<file path="src/rtl/reorder_buffer_pkg.sv">
// Shared reorder-buffer configuration: default sizes, entry type codes and
// the branch-outcome helper used at commit.
package reorder_buffer_pkg;

    localparam int ROB_SIZE_BIT_DEF = 4;
    localparam int ROB_TYPE_BIT_DEF = 2;

    typedef enum logic [1:0] {
        ROB_REG  = 2'd0,
        ROB_REGI = 2'd1,
        ROB_BR   = 2'd2,
        ROB_ST   = 2'd3
    } rob_type_e;

    // A branch was mispredicted when the predicted-taken bit disagrees with
    // the actual-taken bit delivered on the CDB.
    function automatic logic br_mispredict(input logic predicted, input logic actual);
        return predicted != actual;
    endfunction

endpackage

</file>
<file path="src/rtl/reorder_buffer.sv">
// Circular reorder buffer: in-order issue, CDB completion, one in-order
// commit per cycle, branch-mispredict flush and operand queries with CDB
// bypass. Optional performance counters are built when ROB_PERF_CNT_EN is
// defined; otherwise the perf ports are tied to zero.
module reorder_buffer
    import reorder_buffer_pkg::*;
#(
    parameter int ROB_SIZE_BIT = ROB_SIZE_BIT_DEF,
    parameter int ROB_TYPE_BIT = ROB_TYPE_BIT_DEF
) (
    input  logic                    clk_in,
    input  logic                    rst_in,
    input  logic                    rdy_in,
    input  logic                    rob_input,
    input  logic                    rob_fi,
    input  logic [31:0]             rob_value,
    input  logic [31:0]             rob_addr,
    input  logic [ROB_TYPE_BIT-1:0] rob_type,
    input  logic [4:0]              rob_reg_id,
    output logic                    rob_full,
    output logic [ROB_SIZE_BIT-1:0] rob_vacant_id,
    input  logic [ROB_SIZE_BIT-1:0] rob_qry1_id,
    input  logic [ROB_SIZE_BIT-1:0] rob_qry2_id,
    output logic                    rob_qry1_fi,
    output logic                    rob_qry2_fi,
    output logic [31:0]             rob_qry1_value,
    output logic [31:0]             rob_qry2_value,
    input  logic                    cdb_valid,
    input  logic [ROB_SIZE_BIT-1:0] cdb_rob_id,
    input  logic [31:0]             cdb_value,
    output logic                    rob_clear,
    output logic [31:0]             rob_clear_pc,
    output logic                    rf_commit_en,
    output logic [4:0]              rf_commit_reg,
    output logic [31:0]             rf_commit_value,
    output logic [ROB_SIZE_BIT-1:0] rf_commit_rob_id,
    output logic                    lsb_commit_en,
    output logic [ROB_SIZE_BIT-1:0] lsb_commit_rob_id,
    output logic [31:0]             perf_commit_cnt,
    output logic [31:0]             perf_mispredict_cnt
);

    localparam int ROB_SIZE = 1 << ROB_SIZE_BIT;
    // Full is raised one slot early: the decoder has one registered issue in flight.
    localparam logic [ROB_SIZE_BIT:0] FULL_MARK = (ROB_SIZE_BIT + 1)'(ROB_SIZE - 1);
    localparam logic [ROB_SIZE_BIT:0] CAPACITY  = (ROB_SIZE_BIT + 1)'(ROB_SIZE);

    logic [ROB_SIZE_BIT-1:0] head;
    logic [ROB_SIZE_BIT-1:0] tail;
    logic [ROB_SIZE_BIT:0]   count;
    logic [ROB_SIZE-1:0]     busy;
    logic [ROB_SIZE-1:0]     ready;
    logic [ROB_TYPE_BIT-1:0] entry_type  [ROB_SIZE];
    logic [4:0]              entry_reg   [ROB_SIZE];
    logic [31:0]             entry_value [ROB_SIZE];
    logic [31:0]             entry_addr  [ROB_SIZE];

    logic do_issue;
    logic do_wb;
    logic do_commit;
    logic do_flush;
    logic head_is_reg;
    logic head_is_st;
    logic qry1_hit;
    logic qry2_hit;

    // Decode this cycle's issue, writeback, commit and flush decisions.
    always_comb begin
        do_issue    = rob_input && !rob_clear && (count != CAPACITY);
        do_wb       = cdb_valid && !rob_clear && busy[cdb_rob_id];
        do_commit   = busy[head] && ready[head];
        head_is_reg = (entry_type[head] == ROB_TYPE_BIT'(ROB_REG)) ||
                      (entry_type[head] == ROB_TYPE_BIT'(ROB_REGI));
        head_is_st  = (entry_type[head] == ROB_TYPE_BIT'(ROB_ST));
        do_flush    = do_commit && (entry_type[head] == ROB_TYPE_BIT'(ROB_BR)) &&
                      br_mispredict(entry_reg[head][0], entry_value[head][0]);
    end

    // Dependency queries, with the CDB result bypassing the stored entry.
    always_comb begin
        qry1_hit       = cdb_valid && (cdb_rob_id == rob_qry1_id);
        qry2_hit       = cdb_valid && (cdb_rob_id == rob_qry2_id);
        rob_qry1_fi    = (busy[rob_qry1_id] && ready[rob_qry1_id]) || qry1_hit;
        rob_qry2_fi    = (busy[rob_qry2_id] && ready[rob_qry2_id]) || qry2_hit;
        rob_qry1_value = qry1_hit ? cdb_value : entry_value[rob_qry1_id];
        rob_qry2_value = qry2_hit ? cdb_value : entry_value[rob_qry2_id];
    end

    assign rob_full      = (count >= FULL_MARK);
    assign rob_vacant_id = tail;

    // Control state: pointers, occupancy, busy/ready flags and commit/flush outputs.
    always_ff @(posedge clk_in) begin
        if (!rst_in) begin
            head              <= '0;
            tail              <= '0;
            count             <= '0;
            busy              <= '0;
            ready             <= '0;
            rob_clear         <= 1'b0;
            rob_clear_pc      <= '0;
            rf_commit_en      <= 1'b0;
            rf_commit_reg     <= '0;
            rf_commit_value   <= '0;
            rf_commit_rob_id  <= '0;
            lsb_commit_en     <= 1'b0;
            lsb_commit_rob_id <= '0;
        end else if (!rdy_in) begin
            rob_clear     <= 1'b0;
            rf_commit_en  <= 1'b0;
            lsb_commit_en <= 1'b0;
        end else begin
            rob_clear     <= 1'b0;
            rf_commit_en  <= 1'b0;
            lsb_commit_en <= 1'b0;
            if (do_commit && head_is_reg) begin
                // x0 retires silently so the register file never sees a write to it.
                rf_commit_en     <= (entry_reg[head] != 5'd0);
                rf_commit_reg    <= entry_reg[head];
                rf_commit_value  <= entry_value[head];
                rf_commit_rob_id <= head;
            end
            if (do_commit && head_is_st) begin
                lsb_commit_en     <= 1'b1;
                lsb_commit_rob_id <= head;
            end
            if (do_flush) begin
                busy         <= '0;
                head         <= '0;
                tail         <= '0;
                count        <= '0;
                rob_clear    <= 1'b1;
                rob_clear_pc <= entry_addr[head];
            end else begin
                if (do_wb) begin
                    ready[cdb_rob_id] <= 1'b1;
                end
                if (do_issue) begin
                    busy[tail]  <= 1'b1;
                    ready[tail] <= rob_fi;
                    tail        <= tail + 1'b1;
                end
                if (do_commit) begin
                    busy[head] <= 1'b0;
                    head       <= head + 1'b1;
                end
                case ({do_issue, do_commit})
                    2'b10:   count <= count + 1'b1;
                    2'b01:   count <= count - 1'b1;
                    default: count <= count;
                endcase
            end
        end
    end

    // Entry payload storage: written on issue and on CDB completion.
    always_ff @(posedge clk_in) begin
        if (rdy_in && !do_flush) begin
            if (do_wb) begin
                entry_value[cdb_rob_id] <= cdb_value;
            end
            if (do_issue) begin
                entry_type[tail]  <= rob_type;
                entry_reg[tail]   <= rob_reg_id;
                entry_value[tail] <= rob_value;
                entry_addr[tail]  <= rob_addr;
            end
        end
    end

    // Issuing into a completely occupied buffer is a decoder protocol error.
    always_ff @(posedge clk_in) begin
        if (rst_in && rdy_in && rob_input && !rob_clear) begin
            assert (count != CAPACITY);
        end
    end

`ifdef ROB_PERF_CNT_EN
    // Retired-instruction and mispredict counters, held while paused.
    always_ff @(posedge clk_in) begin
        if (!rst_in) begin
            perf_commit_cnt     <= '0;
            perf_mispredict_cnt <= '0;
        end else if (rdy_in) begin
            if (do_commit) begin
                perf_commit_cnt <= perf_commit_cnt + 32'd1;
            end
            if (do_flush) begin
                perf_mispredict_cnt <= perf_mispredict_cnt + 32'd1;
            end
        end
    end
`else
    assign perf_commit_cnt     = '0;
    assign perf_mispredict_cnt = '0;
`endif

endmodule

</file>
<file path="config.mk">
export PLATFORM = sky130hd
export DESIGN_NAME = reorder_buffer
export DESIGN_NICKNAME = d
export VERILOG_FILES = /design/src/rtl/reorder_buffer_pkg.sv /design/src/rtl/reorder_buffer.sv
export SDC_FILE = /design/constraint.sdc
export NUM_CORES = 2
export LEC_CHECK = 0
export BUFFER_PORTS_ARGS = -buffer_cell sky130_fd_sc_hd__buf_4
export CORE_ASPECT_RATIO = 0.8
export CORE_MARGIN = 2
export CORE_UTILIZATION = 56
export DETAILED_ROUTE_END_ITERATION = 16
export PLACE_DENSITY = 0.77
export SETUP_SLACK_MARGIN = 0.3
export SLEW_MARGIN = 20
export SYNTH_ARGS = -nofsm -noshare
export SYNTH_HDL_FRONTEND = slang
export SYNTH_SLANG_ARGS = --single-unit
</file>
<file path="constraint.sdc">
create_clock -name clk_in -period 4.5 [get_ports clk_in]
set_input_delay 0.225 -clock clk_in [delete_from_list [all_inputs] [get_ports clk_in]]
set_output_delay 0.225 -clock clk_in [all_outputs]
set_load 0.05 [all_outputs]
</file>
==> results.yml <==
drt:
  dr.pass1.iters: 6
  viasPerCell: 7.04
  post_drt_wl_per_cell_um: 34.2
  drt_iter0_markers: 5373
  routed_wl_um: 185000
  vias: 38035
  antenna_left: 0
  drc: 0
grt:
  grt-ovfl-total: 0
  grt_max_degree: 70
  grt_pass1_wl_um: 267000
  grt_pass1_vias: 38300
  grtUsageTotal_pct: 31.8
  antenna_found_initial: 6
worst_setup_path:
  cp-start-kind: "register"
  path_class: "register to register"
  cp_top_family: "buffers and inverters"
  cp_slowest_cell: "o22ai_1"
  cp.arrival_ns: 4.62
  worstSetupEndpointType: "register"
  cp_cell_sequence: "nand2_1 > mux4_2 > o22ai_1 > o211ai_1 > nor2_2 > or3_4 > buf_12 > mux2_4 > dlygate4sd3_1"
  critPathRequiredTime_ns: 5.02
  crit_buf_inv: 2
  max_stage_delay_ns: 0.57
  critPathMaxFanout: 26
synth:
  yosysSeqAreaShare_pct: 57.5
  yosys_warnings: 0
  async_reset_ff_share_pct: 0
  syn_area_per_cell_um2: 18.5
  yosys.cell_types.count: 63
  synth_cells: 3456
  ys_ff_latch: 1265
  syn_area_mm2: 0.0638
  synth-edff-count: 1136
  synthFlopType: "edfxtp_1"
sta:
  timing_hold_violations_final: 0
  relSlewSlack_pct: 25.2
  min_period_ns: 4.10
  period_share_pct: 91.1
  setup_viol: 0
  drv_slew: 0
  rsz0062_at_grt: "false"
  finalSetupTns_ns: 0
  setup_slack_ns: 0.400
  skew_ns: 0.0426
  fin_hold_ws_ns: 0.258
  max_freq_mhz: 244
  worst_slew_pin_slew_ns: 1.12
placement:
  gp_congestion: 0.859
  hpwl_um: 106000
  pre_cts_ws_ns: 0.635
  port_buffers: 271
  placed_cells: 5034
cts:
  tritoncts: "yes"
  htree_num_levels: 4
  clk_latency_ns: 0.81
  cts-root-buf: "clkbuf_16"
  clock-sinks: 1265
  cts_buffer_depth: 3
  cts-buffers-inserted: 131
  clk_pin_slew_ns: 0.06
pwr:
  ir_drop_mv: 0.336
  p_switching_w: 0.00617
  power.total_w: 0.0262
  powerDensity_mw_per_mm2: 358
  swShare_pct: 23.5
  p_leak_nw: 23.8
  clkPwrFrac_pct: 42.3
  p_int_w: 0.0201
  p_seq_share_pct: 49.1
  pwr-share-comb_pct: 8.6
final_layout:
  layout_commonest_cell: "edfxtp_1"
  syn2layout_area_growth_pct: 14.9
  layout-drive-gt1-share_pct: 49.1
  multi_input_area_mm2: 0.0256
  final_nets: 3914
  layout_common_cells: "edfxtp_1, mux4_2, mux2_2"
  finalNonFillerCells: 5406
  seq_area_mm2: 0.0367
  fill_cells: 7419
die:
  die_w_um: 381
  coreArea_mm2: 0.113
  initial_core_util_pct: 56.6
  io_pins: 336
  die_h_um: 306
  row_count: 110
  fp.dieArea_mm2: 0.117
min_path:
  min_path_type: "input pin to register"
run_status:
  status: "finished clean"
job:
  drv_cap: 0
## stage by stage
step           util, %  instance area, um^2
2_1_floorplan        -                64100
3_3_place_gp      60.0                67600
3_5_place_dp      60.0                67600
4_1_cts           65.0                73300
5_1_grt           65.0                73300
6_report          65.1                73300
## cell families (layout without fill, tap and decap cells)
family	count (synthesis)	in the layout	synth area share, %
multiplexers	1315	1315	35.4
flip-flops	1265	1265	57.5
buffers and inverters	419	791	3.18
AND/OR/NAND/NOR	286	286	2.02
AO/OA/AOI/OAI	145	145	1.47
XOR/XNOR	15	15	0.218
adder cells (fa/ha/maj)	10	10	0.196
other	1	67	0.00587
## area by class of cell
type                            instances  share of cell area (%)
Clock inverter                         60                    1.13
Inverter                               24                   0.126
Timing Repair Buffer                  526                    6.38
Clock buffer                          181                    4.84
Tap cell                             1512                    2.58
Sequential cell                      1265                    50.1
Multi-Input combinational cell       1835                    34.9
Antenna cell                            3                  0.0102
## tightest hold or removal path: cells and delay by family
family | cells | cell delay, ns
AND/OR/NAND/NOR | 1 | 0.09
AO/OA/AOI/OAI | 2 | 0.30
buffers and inverters | 3 | 0.39
## per-layer routing
metal	up-vias	share of wire, %	global-route usage (%)	wire length [um]
li1	14917	-	-	-
met1	19975	37	45.1	68900
met2	2732	47	48.2	86100
met3	403	13	8.58	23500
met4	8	3.3	11.0	6070
met5	-	0.019	0.165	36
## synth_stat cells (2+ instances only)
library cell  number  share of area, %
nor2b_1            6             0.059
o22ai_1            9             0.088
o221a_2           16              0.28
o22a_1             2             0.027
mux4_2           689                24
mux2_4            29              0.68
nand2b_1           7             0.069
xor2_1             8              0.11
nand3_1           12             0.094
buf_1             42              0.25
nor4b_1            2             0.027
a211oi_1           2             0.024
nand2_1          137              0.81
a31oi_1            4             0.039
or3_1             10             0.098
buf_4             97               1.1
or2_2              2             0.020
nand4_1           10             0.098
o21ai_0           27              0.21
buf_6              5             0.088
o32ai_1            2             0.027
mux2i_1           48              0.75
nand3b_1           3             0.035
nor3_1             2             0.016
clkbuf_1         206               1.2
nor2_1            66              0.39
nor4_1             3             0.029
buf_2             45              0.35
and3_1             9             0.088
dfxtp_1          129               4.0
inv_1             24              0.14
ha_1              10              0.20
a22o_1             2             0.027
xnor2_1            6             0.082
o21ai_2            8              0.11
a21oi_1           61              0.48
or3b_2             2             0.027
mux2_1            23              0.41
edfxtp_1        1136                53
mux2_2           526               9.3
and2_1             7             0.069
## path summary, 6_finish.rpt
| check | start | end | slack (ns) | depth (start not counted) |
|---|---|---|---|---|
| worst min register to register | rf_commit_value[16]$_SDFFE_PN0P_ | rf_commit_value[16]$_SDFFE_PN0P_ | 0.46 | 2 |
| worst max register to register | busy[11]$_SDFFE_PN0P_ | entry_value[11][22]$_DFFE_PP_ | 0.40 | 9 |
| worst min-delay path | rob_input | ready[9]$_SDFFE_PN0P_ | 0.26 | 6 |
| worst max-delay path | busy[11]$_SDFFE_PN0P_ | entry_value[11][22]$_DFFE_PP_ | 0.40 | 9 |
## power groups by stage
stage / Sequential [W] / Clock (W) / Combinational [W]
finish: 0.0129 / 0.0111 / 0.00226
global route: 0.0129 / 0.0116 / 0.00235
CTS: 0.0129 / 0.0112 / 0.00223
detailed placement: 0.0131 / 0 / 0.00213
global placement: 0.0131 / 0 / 0.00210
floorplan: 0.0131 / 0 / 0.00148
## repair_timing
item,CTS,global route
endpoints found under the setup margin,0,12
endpoints found under the hold margin,1178,0
setup buffers,0,3
hold buffers,125,0
resized for setup,0,1
No activity file was read; power rests on OpenSTA's default activity.
